===== src/rtl/video_timing_recovery.sv =====
// Receive-side video timing recovery: measures the geometry of a DE-qualified pixel
// stream, locks after repeated identical frames and emits a frame-start sync pulse.
module video_timing_recovery #(
  parameter int H_MAX       = 2048,
  parameter int V_MAX       = 2048,
  parameter int LOCK_FRAMES = 2
) (
  input  logic                     iClk,
  input  logic                     iRst,
  input  logic                     iPixelEn,
  input  logic                     iDe,
  output logic                     oPixelSync,
  output logic                     oLocked,
  output logic                     oLockLost,
  output logic [$clog2(H_MAX):0]   oHactive,
  output logic [$clog2(H_MAX):0]   oHtotal,
  output logic [$clog2(V_MAX):0]   oVactive,
  output logic [$clog2(V_MAX):0]   oVtotal
);

  localparam int HW = $clog2(H_MAX) + 1;
  localparam int VW = $clog2(V_MAX) + 1;
  localparam logic [HW-1:0] H_SAT  = HW'(H_MAX - 1);
  localparam logic [VW-1:0] V_SAT  = VW'(V_MAX - 1);
  localparam logic [HW-1:0] H_ONE  = HW'(1);
  localparam logic [VW-1:0] V_ONE  = VW'(1);
  localparam logic [HW-1:0] H_ZERO = {HW{1'b0}};
  localparam logic [VW-1:0] V_ZERO = {VW{1'b0}};
  localparam logic [3:0]    LOCK_N = 4'(LOCK_FRAMES);

  typedef enum logic [1:0] {
    SEARCH  = 2'd0,
    ACQUIRE = 2'd1,
    VERIFY  = 2'd2,
    LOCKED  = 2'd3
  } state_t;

  state_t          state_r, state_s;
  logic            seen_r, seen_s;
  logic            de_prev_r, de_prev_s;
  logic [HW-1:0]   h_cnt_r, h_cnt_s;
  logic [HW-1:0]   de_run_r, de_run_s;
  logic [HW-1:0]   line_total_r, line_total_s;
  logic [HW-1:0]   h_pos_r, h_pos_s;
  logic [HW-1:0]   run_ref_r, run_ref_s;
  logic [VW-1:0]   v_pos_r, v_pos_s;
  logic [VW-1:0]   v_lines_r, v_lines_s;
  logic            bad_r, bad_s;
  logic [HW-1:0]   cap_h_r, cap_h_s, cap_ht_r, cap_ht_s;
  logic [VW-1:0]   cap_va_r, cap_va_s, cap_vt_r, cap_vt_s;
  logic [3:0]      match_cnt_r, match_cnt_s;
  logic [HW-1:0]   hact_r, hact_s, htot_r, htot_s;
  logic [VW-1:0]   vact_r, vact_s, vtot_r, vtot_s;
  logic            locked_r, locked_s, sync_r, sync_s, lost_r, lost_s;

  logic            de_rise_s, frame_start_s, line_start_s, sat_s;
  logic [HW:0]     h_limit_s;
  logic [VW-1:0]   cur_vt_s;
  logic            cur_valid_s, eq_prev_s, eq_out_s;
  logic [3:0]      match_inc_s;

  // Sample-level events and comparison of the frame just ended against stored geometry
  always_comb begin
    de_rise_s     = iPixelEn & iDe & ~de_prev_r;
    h_limit_s     = {1'b0, line_total_r} + {2'b00, line_total_r[HW-1:1]};
    frame_start_s = de_rise_s && (line_total_r != H_ZERO) && ({1'b0, h_cnt_r} > h_limit_s);
    line_start_s  = de_rise_s && !frame_start_s;
    sat_s         = iPixelEn && !de_rise_s && (h_cnt_r == H_SAT);
    cur_vt_s      = v_pos_r + V_ONE;
    // The last active line must also match the width seen on every earlier line
    cur_valid_s   = (h_pos_r == (line_total_r - H_ONE)) && !bad_r &&
                    !((v_lines_r != V_ONE) && (de_run_r != run_ref_r));
    eq_prev_s     = (de_run_r == cap_h_r) && (line_total_r == cap_ht_r) &&
                    (v_lines_r == cap_va_r) && (cur_vt_s == cap_vt_r);
    eq_out_s      = (de_run_r == hact_r) && (line_total_r == htot_r) &&
                    (v_lines_r == vact_r) && (cur_vt_s == vtot_r);
    match_inc_s   = match_cnt_r + 4'd1;
  end

  // Next-state, measurement counters and output decisions
  always_comb begin
    state_s      = state_r;
    seen_s       = seen_r;
    de_prev_s    = de_prev_r;
    h_cnt_s      = h_cnt_r;
    de_run_s     = de_run_r;
    line_total_s = line_total_r;
    h_pos_s      = h_pos_r;
    v_pos_s      = v_pos_r;
    v_lines_s    = v_lines_r;
    run_ref_s    = run_ref_r;
    bad_s        = bad_r;
    cap_h_s      = cap_h_r;
    cap_ht_s     = cap_ht_r;
    cap_va_s     = cap_va_r;
    cap_vt_s     = cap_vt_r;
    match_cnt_s  = match_cnt_r;
    hact_s       = hact_r;
    htot_s       = htot_r;
    vact_s       = vact_r;
    vtot_s       = vtot_r;
    locked_s     = locked_r;
    sync_s       = 1'b0;
    lost_s       = 1'b0;
    if (iPixelEn) begin
      de_prev_s = iDe;
      if (de_rise_s) h_cnt_s = H_ONE;
      else if (h_cnt_r != H_SAT) h_cnt_s = h_cnt_r + H_ONE;
      else h_cnt_s = h_cnt_r;
      if (de_rise_s) de_run_s = H_ONE;
      else if (iDe && (de_run_r != H_SAT)) de_run_s = de_run_r + H_ONE;
      else de_run_s = de_run_r;
      // Virtual raster position, restarted at every frame start
      if (frame_start_s) begin
        h_pos_s = H_ZERO;
        v_pos_s = V_ZERO;
      end else if (h_pos_r >= (line_total_r - H_ONE)) begin
        h_pos_s = H_ZERO;
        v_pos_s = (v_pos_r != V_SAT) ? (v_pos_r + V_ONE) : v_pos_r;
      end else begin
        h_pos_s = h_pos_r + H_ONE;
      end
      if (frame_start_s) begin
        v_lines_s = V_ONE;
        bad_s     = 1'b0;
      end else if (line_start_s) begin
        v_lines_s = (v_lines_r != V_SAT) ? (v_lines_r + V_ONE) : v_lines_r;
        if (v_lines_r == V_ONE) run_ref_s = de_run_r;
        else run_ref_s = run_ref_r;
        bad_s = bad_r | ((v_lines_r != V_ONE) && (de_run_r != run_ref_r)) |
                (h_cnt_r != line_total_r);
        if (state_r != SEARCH) line_total_s = h_cnt_r;
        else line_total_s = line_total_r;
      end else begin
        v_lines_s = v_lines_r;
      end
      if (sat_s) begin
        state_s      = SEARCH;
        seen_s       = 1'b0;
        line_total_s = H_ZERO;
        match_cnt_s  = 4'd0;
        locked_s     = 1'b0;
        lost_s       = (state_r == LOCKED);
      end else begin
        case (state_r)
          SEARCH: begin
            if (de_rise_s && seen_r) begin
              line_total_s = h_cnt_r;
              seen_s       = 1'b0;
              state_s      = ACQUIRE;
            end else if (de_rise_s) begin
              seen_s = 1'b1;
            end else begin
              seen_s = seen_r;
            end
          end
          ACQUIRE: begin
            if (frame_start_s) begin
              state_s     = VERIFY;
              match_cnt_s = 4'd0;
              cap_h_s     = H_ZERO;
              cap_ht_s    = H_ZERO;
              cap_va_s    = V_ZERO;
              cap_vt_s    = V_ZERO;
            end else begin
              state_s = state_r;
            end
          end
          VERIFY: begin
            if (frame_start_s) begin
              cap_h_s  = de_run_r;
              cap_ht_s = line_total_r;
              cap_va_s = v_lines_r;
              cap_vt_s = cur_vt_s;
              if (cur_valid_s && eq_prev_s) match_cnt_s = match_inc_s;
              else match_cnt_s = 4'd0;
              if (cur_valid_s && eq_prev_s && (match_inc_s == LOCK_N)) begin
                state_s  = LOCKED;
                locked_s = 1'b1;
                sync_s   = 1'b1;
                hact_s   = de_run_r;
                htot_s   = line_total_r;
                vact_s   = v_lines_r;
                vtot_s   = cur_vt_s;
              end else begin
                state_s = state_r;
              end
            end else begin
              state_s = state_r;
            end
          end
          LOCKED: begin
            if (frame_start_s && cur_valid_s && eq_out_s) begin
              sync_s = 1'b1;
            end else if (frame_start_s) begin
              lost_s      = 1'b1;
              locked_s    = 1'b0;
              match_cnt_s = 4'd0;
              state_s     = ACQUIRE;
            end else begin
              state_s = state_r;
            end
          end
          default: state_s = SEARCH;
        endcase
      end
    end else begin
      de_prev_s = de_prev_r;
    end
  end

  // State and measurement registers with asynchronous reset
  always_ff @(posedge iClk or posedge iRst) begin
    if (iRst) begin
      state_r      <= SEARCH;
      seen_r       <= 1'b0;
      de_prev_r    <= 1'b0;
      h_cnt_r      <= H_ZERO;
      de_run_r     <= H_ZERO;
      line_total_r <= H_ZERO;
      h_pos_r      <= H_ZERO;
      v_pos_r      <= V_ZERO;
      v_lines_r    <= V_ZERO;
      run_ref_r    <= H_ZERO;
      bad_r        <= 1'b0;
      cap_h_r      <= H_ZERO;
      cap_ht_r     <= H_ZERO;
      cap_va_r     <= V_ZERO;
      cap_vt_r     <= V_ZERO;
      match_cnt_r  <= 4'd0;
      hact_r       <= H_ZERO;
      htot_r       <= H_ZERO;
      vact_r       <= V_ZERO;
      vtot_r       <= V_ZERO;
      locked_r     <= 1'b0;
      sync_r       <= 1'b0;
      lost_r       <= 1'b0;
    end else begin
      state_r      <= state_s;
      seen_r       <= seen_s;
      de_prev_r    <= de_prev_s;
      h_cnt_r      <= h_cnt_s;
      de_run_r     <= de_run_s;
      line_total_r <= line_total_s;
      h_pos_r      <= h_pos_s;
      v_pos_r      <= v_pos_s;
      v_lines_r    <= v_lines_s;
      run_ref_r    <= run_ref_s;
      bad_r        <= bad_s;
      cap_h_r      <= cap_h_s;
      cap_ht_r     <= cap_ht_s;
      cap_va_r     <= cap_va_s;
      cap_vt_r     <= cap_vt_s;
      match_cnt_r  <= match_cnt_s;
      hact_r       <= hact_s;
      htot_r       <= htot_s;
      vact_r       <= vact_s;
      vtot_r       <= vtot_s;
      locked_r     <= locked_s;
      sync_r       <= sync_s;
      lost_r       <= lost_s;
    end
  end

  assign oPixelSync = sync_r;
  assign oLocked    = locked_r;
  assign oLockLost  = lost_r;
  assign oHactive   = hact_r;
  assign oHtotal    = htot_r;
  assign oVactive   = vact_r;
  assign oVtotal    = vtot_r;

endmodule

===== config.mk =====
export PLATFORM = sky130hd
export DESIGN_NAME = video_timing_recovery
export DESIGN_NICKNAME = d
export VERILOG_FILES = /design/src/rtl/video_timing_recovery.sv
export SDC_FILE = /design/constraint.sdc
export NUM_CORES = 1
export LEC_CHECK = 0
export CAP_MARGIN = 0
export CELL_PAD_IN_SITES_DETAIL_PLACEMENT = 1
export CELL_PAD_IN_SITES_GLOBAL_PLACEMENT = 1
export CORE_UTILIZATION = 43
export DETAILED_ROUTE_END_ITERATION = 12
export PLACE_DENSITY = 0.8
export SLEW_MARGIN = 5
export SYNTH_ARGS = -nofsm -noshare
export SYNTH_HDL_FRONTEND = slang
export SYNTH_SLANG_ARGS = --single-unit

===== constraint.sdc =====
create_clock -name iClk -period 6.85 [get_ports iClk]
set_clock_uncertainty 0.2 [all_clocks]
set_input_delay 1.37 -clock iClk [delete_from_list [all_inputs] [get_ports iClk]]
set_output_delay 1.37 -clock iClk [all_outputs]
set_load 0.02 [all_outputs]

==> results.md, run 1 <==
* RePlAce Congestion at 0.865
* Standard-cell row count at 60
* H-Tree Depth at 4
* Peak supply drop at 0.000187 V
* Post-Place Cell Area at 12500 sq um
* EDFF count, synth at 0
* Mux cell area share after synthesis at 5.43%
* Commonest non-fill, non-tap cell in the layout: dfrtp_1
* Half-perimeter wire length after placement at 25.2 mm
* Largest family of logic cells by synthesized area: simple AND/OR/NAND/NOR gates
* Skew-Pair Late Insertion Delay at 0.46 ns
* Post-CTS Resized at 0
* CP required at 7.04 ns
* Routed vias at 9511
* Reg clk slew, reported paths at 0.08 ns
* Leakage Power at 5.99 nW
* Die Y at 167 um
* DRC violations left at 0
* Setup Viol. Count Final at 0
* Tmin final at 6.20 ns
* Post-Syn Area at 11700 sq um
* Clock Sinks at 192
* Synth area leader: dfrtp_1
* Pwr per Cell Area at 300 nW/um^2
* Detail Route Antenna Nets at 0
* Largest stage delay on the critical path at 1.04 ns
* Yosys cell types at 69
* FFs w/ async S/R, synth at 100%
* Most frequent cells in the layout: dfrtp_1 (192), nand2_1 (138), xnor2_1 (101)
* Adder-Cell Fraction of Synth Area at 6.88%
* Post-Synth XOR/XNOR Area at 13.3%
* Critical Setup Path Class: register to register
* Fin crit share at 90.5%
* Final Util at 48.9%
* Bufs and invs on worst path at 1
* Die width at 167 um
* Vias/cell at 5.96
* Ranking of synthesized cells by area: dfrtp_1 (41%), xnor2_1 (7.5%), ha_1 (6.7%)
* Ys Warns at 0
* Max Freq at 161 MHz
* RSZ-0062 raised after global routing: false
* CTS Hold Bufs at 0
* Root Driver: clkbuf_16
* Drt wl/cell at 22.5 um
* Slew Viols, Final at 0
* Total Negative Setup Slacks at 0 ns
* Antenna violations before repair at 1
* Crit path cell chain: inv_1 -> ha_1 -> a21o_1 -> a21oi_1 -> nor2b_1 -> o21a_1 -> o311a_1 -> o21a_1 -> o21ai_0 -> a21oi_1 -> xnor2_1 -> ha_1 -> o21ai_0 -> a22oi_1 -> nand3_1 -> a31oi_1 -> nand2_1 -> o21ai_0 -> nor2b_2 -> nand3_1 -> nand2_1
* Syn avg cell area at 9.49 sq um
* First-pass GRT wire length at 58.0 mm
* Vias in the first global route at 10108
* Least-Margin Pin Slew at 1.23 ns
* Core Area at 26900 sq um
* Grt total ovfl at 0
* Post-synthesis sequential area ratio at 40.9%
* Routed wire length at 35.9 mm
* DRT Pass-1 Iters at 5
* Area Growth Syn to Fin at 11.9%
* Syn nets at 1305
* Type of origin of the critical path: register
* Worst-path fanout max at 27
* GRT Resource Usage Total at 26.7%
* Post-Synth Simple-Gate Area at 19.2%
* Worst hold path type: register to register
* First-iteration detailed-routing DRC count at 621
* Final hold vios at 0
* Number of synthesized register bits at 192
* Die ar. at 28000 sq um
* # port buffers at 54
* Fillers at 3056
* IO Pins at 55
* CP most frequent cell: o21ai_0
* Synth top area share at 40.9%
* CP max-delay cell: nor2b_2
* Crit. End Element: register
* Design area at 13100 sq um
* Status: finished clean
* Crit path DAT at 6.39 ns
* Largest delay share family, worst path: compound AO/OA/AOI/OAI gates
* Post-CTS Setup Bufs at 0
* Top FF cell, synth: dfrtp_1
* CTS tree: yes
* Initial Utilization at 43.7%
* Max clock buf depth at 2
* Max_slew headroom at 17.4%
* Antenna cells at 0
* Layout Nets at 1310
* Largest net degree at the start of global routing at 100
* Max-cap viol count at 0
* Compound-Gate Fraction of Synth Area at 10.0%
* Layout cells sized above 1 at 6.77%
* CTS buffer count at 17
* Synth Instances at 1237
==> cells in the mapped netlist, types with 3 or more instances <==
master	count
nor2_1	81
buf_6	4
or2_2	3
and4_1	3
nor3_1	20
inv_1	33
nand3b_1	3
a21o_1	7
o211ai_1	5
nor2b_1	13
a21oi_1	27
nand4_1	52
mux2_1	37
nand2_1	138
o21a_1	4
nand4b_1	4
nor4b_1	4
mux2i_1	3
o21ai_0	64
buf_1	7
buf_2	7
xnor2_1	101
ha_1	63
and2_1	3
nand2b_1	12
or3_1	8
a31oi_1	5
xor2_1	68
or4_1	6
dfrtp_1	192
a22oi_1	3
a211oi_1	4
and3_1	13
clkbuf_1	65
nor4_1	16
o31ai_1	30
a22o_1	12
mux2_2	17
nand3_1	60
o2bb2ai_1	4
==> sequential cells by signal (all words and copies together), names as in the netlist, 12 cells and up <==
register	flops
v_pos_r	12
oVactive	12
cap_ht_r	12
cap_vt_r	12
oHactive	12
cap_h_r	12
h_cnt_r	12
de_run_r	12
run_ref_r	12
oVtotal	12
cap_va_r	12
h_pos_r	12
v_lines_r	12
line_total_r	12
oHtotal	12
==> metal layers <==
| metal | up-vias | share of wire (%) | track usage (%) |
|---|---|---|---|
| li1 | 4316 | - | - |
| met1 | 4928 | 45 | 35.5 |
| met2 | 206 | 48 | 44.4 |
| met3 | 59 | 4.1 | 3.83 |
| met4 | 2 | 2.7 | 9.17 |
| met5 | - | 0.025 | 0 |
==> power breakdown <==
part / switching (W) / internal (W) / leakage (nW)
combinational: 0.000889 / 0.000516 / 3.05
sequential: 0.000199 / 0.00124 / 2.63
clock: 0.000563 / 0.000543 / 0.313
total: 0.00165 / 0.00230 / 5.99
==> final timing paths <==
check	startpoint	endpoint	slack [ns]	cells after the start
min in group asynchronous	iRst	h_cnt_r[6]	1.20	2
max reg2reg	line_total_r[2]	cap_h_r[5]	0.65	21
max in group asynchronous	iRst	oVactive[6]	4.09	3
min reg2reg	cap_va_r[4]	cap_va_r[4]	0.29	2
max	line_total_r[2]	cap_h_r[5]	0.65	21
min	cap_va_r[4]	cap_va_r[4]	0.29	2
==> logic make-up after synthesis <==
family | count (synthesis)
DFF | 192
and+or+nand+nor | 449
xor gates and xnor gates | 173
buffers and inverters | 120
adders and majority gates | 64
muxes | 57
AOI/OAI and AO/OA | 182
==> layout make-up <==
class	instances	area (sq um)	share of cell area, %
multi-input cells	925	6450	49.1
flip-flops and latches	192	4800	36.6
repair buffers	73	683	5.20
well taps	341	427	3.25
clock buffers	17	425	3.24
clock inverters	15	225	1.71
inverters	33	131	0.999
==> per-stage QoR <==
stage                     instances  total power, W  setup WS (ns)  hold WS [ns]
after floorplan                1237         0.00237         0.0528         0.241
after detailed placement       1564         0.00282          0.951         0.266
after CTS                      1596         0.00395          0.700         0.295
after global placement         1564         0.00275           1.21         0.261
after global routing           1596         0.00415          0.179         0.303
final                          1596         0.00395          0.651         0.291
==> tightest hold or removal path, stage by stage, from the launching register on <==
cell and delay, ns:
dfrtp_1 0.36, nand2_1 0.05, nand2_1 0.05
Power figures use the tool's default switching activity.
==> run 2: changes to the inputs <==
--- a/config.mk
+++ b/config.mk
@@ -5,12 +5,13 @@
 export SDC_FILE = /design/constraint.sdc
 export NUM_CORES = 1
 export LEC_CHECK = 0
+export ABC_CLOCK_PERIOD_IN_PS = 6850
 export CAP_MARGIN = 0
 export CELL_PAD_IN_SITES_DETAIL_PLACEMENT = 1
 export CELL_PAD_IN_SITES_GLOBAL_PLACEMENT = 1
-export CORE_UTILIZATION = 43
+export CORE_UTILIZATION = 35
 export DETAILED_ROUTE_END_ITERATION = 12
-export PLACE_DENSITY = 0.8
+export PLACE_DENSITY = 0.68
 export SLEW_MARGIN = 5
 export SYNTH_ARGS = -nofsm -noshare
 export SYNTH_HDL_FRONTEND = slang
==> results.md, run 2 (synthesized netlist as in run 1, its figures left out) <==
* FF/Latch Area at 4800 sq um
* RSZ-0062 raised after global routing: false
* Total Negative Setup Slacks at 0 ns
* Die Y at 185 um
* First-pass GRT wire length at 56.5 mm
* Skew-Pair Late Insertion Delay at 0.46 ns
* Tmin final at 5.90 ns
* Clock share of power at 26.7%
* Power Internal at 0.00228 W
* Largest net degree at the start of global routing at 103
* Dpl cells at 1669
* Max_slew headroom at 21.8%
* Worst hold path type: register to register
* Vias/cell at 5.53
* Routed vias at 9402
* Crit path cell chain: inv_1 -> ha_1 -> a21o_1 -> a21oi_1 -> nor2b_1 -> o21a_1 -> o311a_1 -> o21a_1 -> o21ai_0 -> a21oi_1 -> xnor2_1 -> ha_1 -> o21ai_0 -> a22oi_1 -> nand3_1 -> a31oi_1 -> nand2_1 -> buf_4 -> o21ai_0 -> nand3_2 -> buf_4 -> o31ai_1
* Largest stage delay on the critical path at 0.68 ns
* R2R cell count at 22
* Core Area at 32800 sq um
* Cells on Worst Hold Path at 2
* GRT Resource Usage Total at 22.0%
* Routed wire length at 36.0 mm
* NetSw at 0.00160 W
* Final hold vios at 0
* Half-perimeter wire length after placement at 26.5 mm
* Reg clk slew, reported paths at 0.08 ns
* Area Growth Syn to Fin at 12.8%
* RePlAce Congestion at 0.854
* Max-cap viol count at 0
* Worst-path fanout max at 41
* Root Driver: clkbuf_16
* Worst hold slack at 0.293 ns
* Die width at 185 um
* Comb pwr share at 36.4%
* Fillers at 3731
* CP max-delay cell: nand3_2
* Detail Route Antenna Nets at 0
* Peak supply drop at 0.000164 V
* Layout Nets at 1314
* Pwr per Cell Area at 293 nW/um^2
* Max clock buf depth at 2
* Crit. End Element: register
* Layout cells sized above 1 at 7.00%
* Drt wl/cell at 21.2 um
* Type of origin of the critical path: register
* Worst setup margin at 0.955 ns
* Net Sw Frac at 41.2%
* Vias in the first global route at 9614
* Die ar. at 34300 sq um
* Status: finished clean
* Post-CTS Resized at 0
* Initial Utilization at 35.8%
* IO Pins at 55
* Multi-input gate area at 6450 sq um
* Fin crit share at 86.1%
* Clock Sinks at 192
* Slew Viols, Final at 0
* Post-CTS Setup Bufs at 0
* Antenna violations before repair at 1
* CP most frequent cell: o21ai_0
* CTS Hold Bufs at 0
* Commonest non-fill, non-tap cell in the layout: dfrtp_1
* H-Tree Depth at 4
* Setup Viol. Count Final at 0
* CTS tree: yes
* # port buffers at 54
* Non-Filler Instances at 1700
* Flop pwr share at 36.9%
* Most frequent cells in the layout: dfrtp_1 (192), nand2_1 (138), xnor2_1 (101)
* CP required at 7.00 ns
* Standard-cell row count at 66
* Leakage Power at 5.99 nW
* CTS buffer count at 17
* DRT Pass-1 Iters at 5
* Critical Setup Path Class: register to register
* Antenna cells at 0
* Grt total ovfl at 0
* Worst slack at placement at 0.998 ns
* DRC violations left at 0
* First-iteration detailed-routing DRC count at 528
* Least-Margin Pin Slew at 1.17 ns
* Crit path DAT at 6.04 ns
* Max Freq at 170 MHz
[run 2: changes by cell type in the layout (fill, tap and decap cells not counted)]
| cell | previous run | this run |
|---|---|---|
| buf_12 | 0 | 1 |
| inv_8 | 3 | 7 |
| clkinv_8 | 6 | 1 |
| clkinvlp_4 | 0 | 2 |
| inv_12 | 3 | 0 |
| clkinv_4 | 0 | 1 |
| buf_4 | 19 | 22 |
[run 2: final timing paths]
kind,slack [ns],start,endpoint
hold reg to reg,0.29,cap_va_r[7],cap_va_r[7]
max in group asynchronous,4.02,iRst,cap_ht_r[9]
setup reg to reg,0.95,line_total_r[1],cap_ht_r[0]
setup / recovery,0.95,line_total_r[1],cap_ht_r[0]
min in group asynchronous,1.22,iRst,h_cnt_r[9]
hold / removal,0.29,cap_va_r[7],cap_va_r[7]
[run 2: routing by layer]
layer / routed length, um / global-route usage, % / vias to the layer above
met5: 0 / 0 / -
met4: 781 / 6.71 / 0
met3: 1490 / 3.19 / 46
met2: 16800 / 34.9 / 210
met1: 17000 / 30.8 / 4825
li1: - / - / 4321
[run 2: through the flow]
stage	area (sq um)	utilization (%)	power, W
6_report	13300	40.4	0.00388
5_1_grt	13300	40.4	0.00410
4_1_cts	13300	40.4	0.00390
3_5_place_dp	12700	38.6	0.00285
3_3_place_gp	12700	38.6	0.00280
2_1_floorplan	11700	-	0.00237
[run 2: area by class of cell]
| type | count | area share [%] |
|---|---|---|
| flip-flops and latches | 192 | 36.3 |
| clock buffers | 17 | 3.21 |
| multi-input cells | 925 | 48.7 |
| well taps | 442 | 4.17 |
| repair buffers | 77 | 5.48 |
| clock inverters | 14 | 1.24 |
| inverters | 33 | 0.991 |
[run 2: critical path, delay by kind of cell, from the launching register on]
family / cells / cell delay, ns
buf+inv: 3 / 0.91
flops: 1 / 0.54
xor+xnor: 1 / 0.15
simple gates: 4 / 0.94
fa+ha+maj: 2 / 0.63
compound gates: 12 / 2.39
[run 2: power groups by stage]
stage,Sequential (W),Combinational (W),Clock [W]
floorplan,0.00133,0.00104,0
detailed placement,0.00145,0.00140,0
global placement,0.00144,0.00136,0
global route,0.00145,0.00156,0.00109
CTS,0.00143,0.00141,0.00105
finish,0.00143,0.00141,0.00104
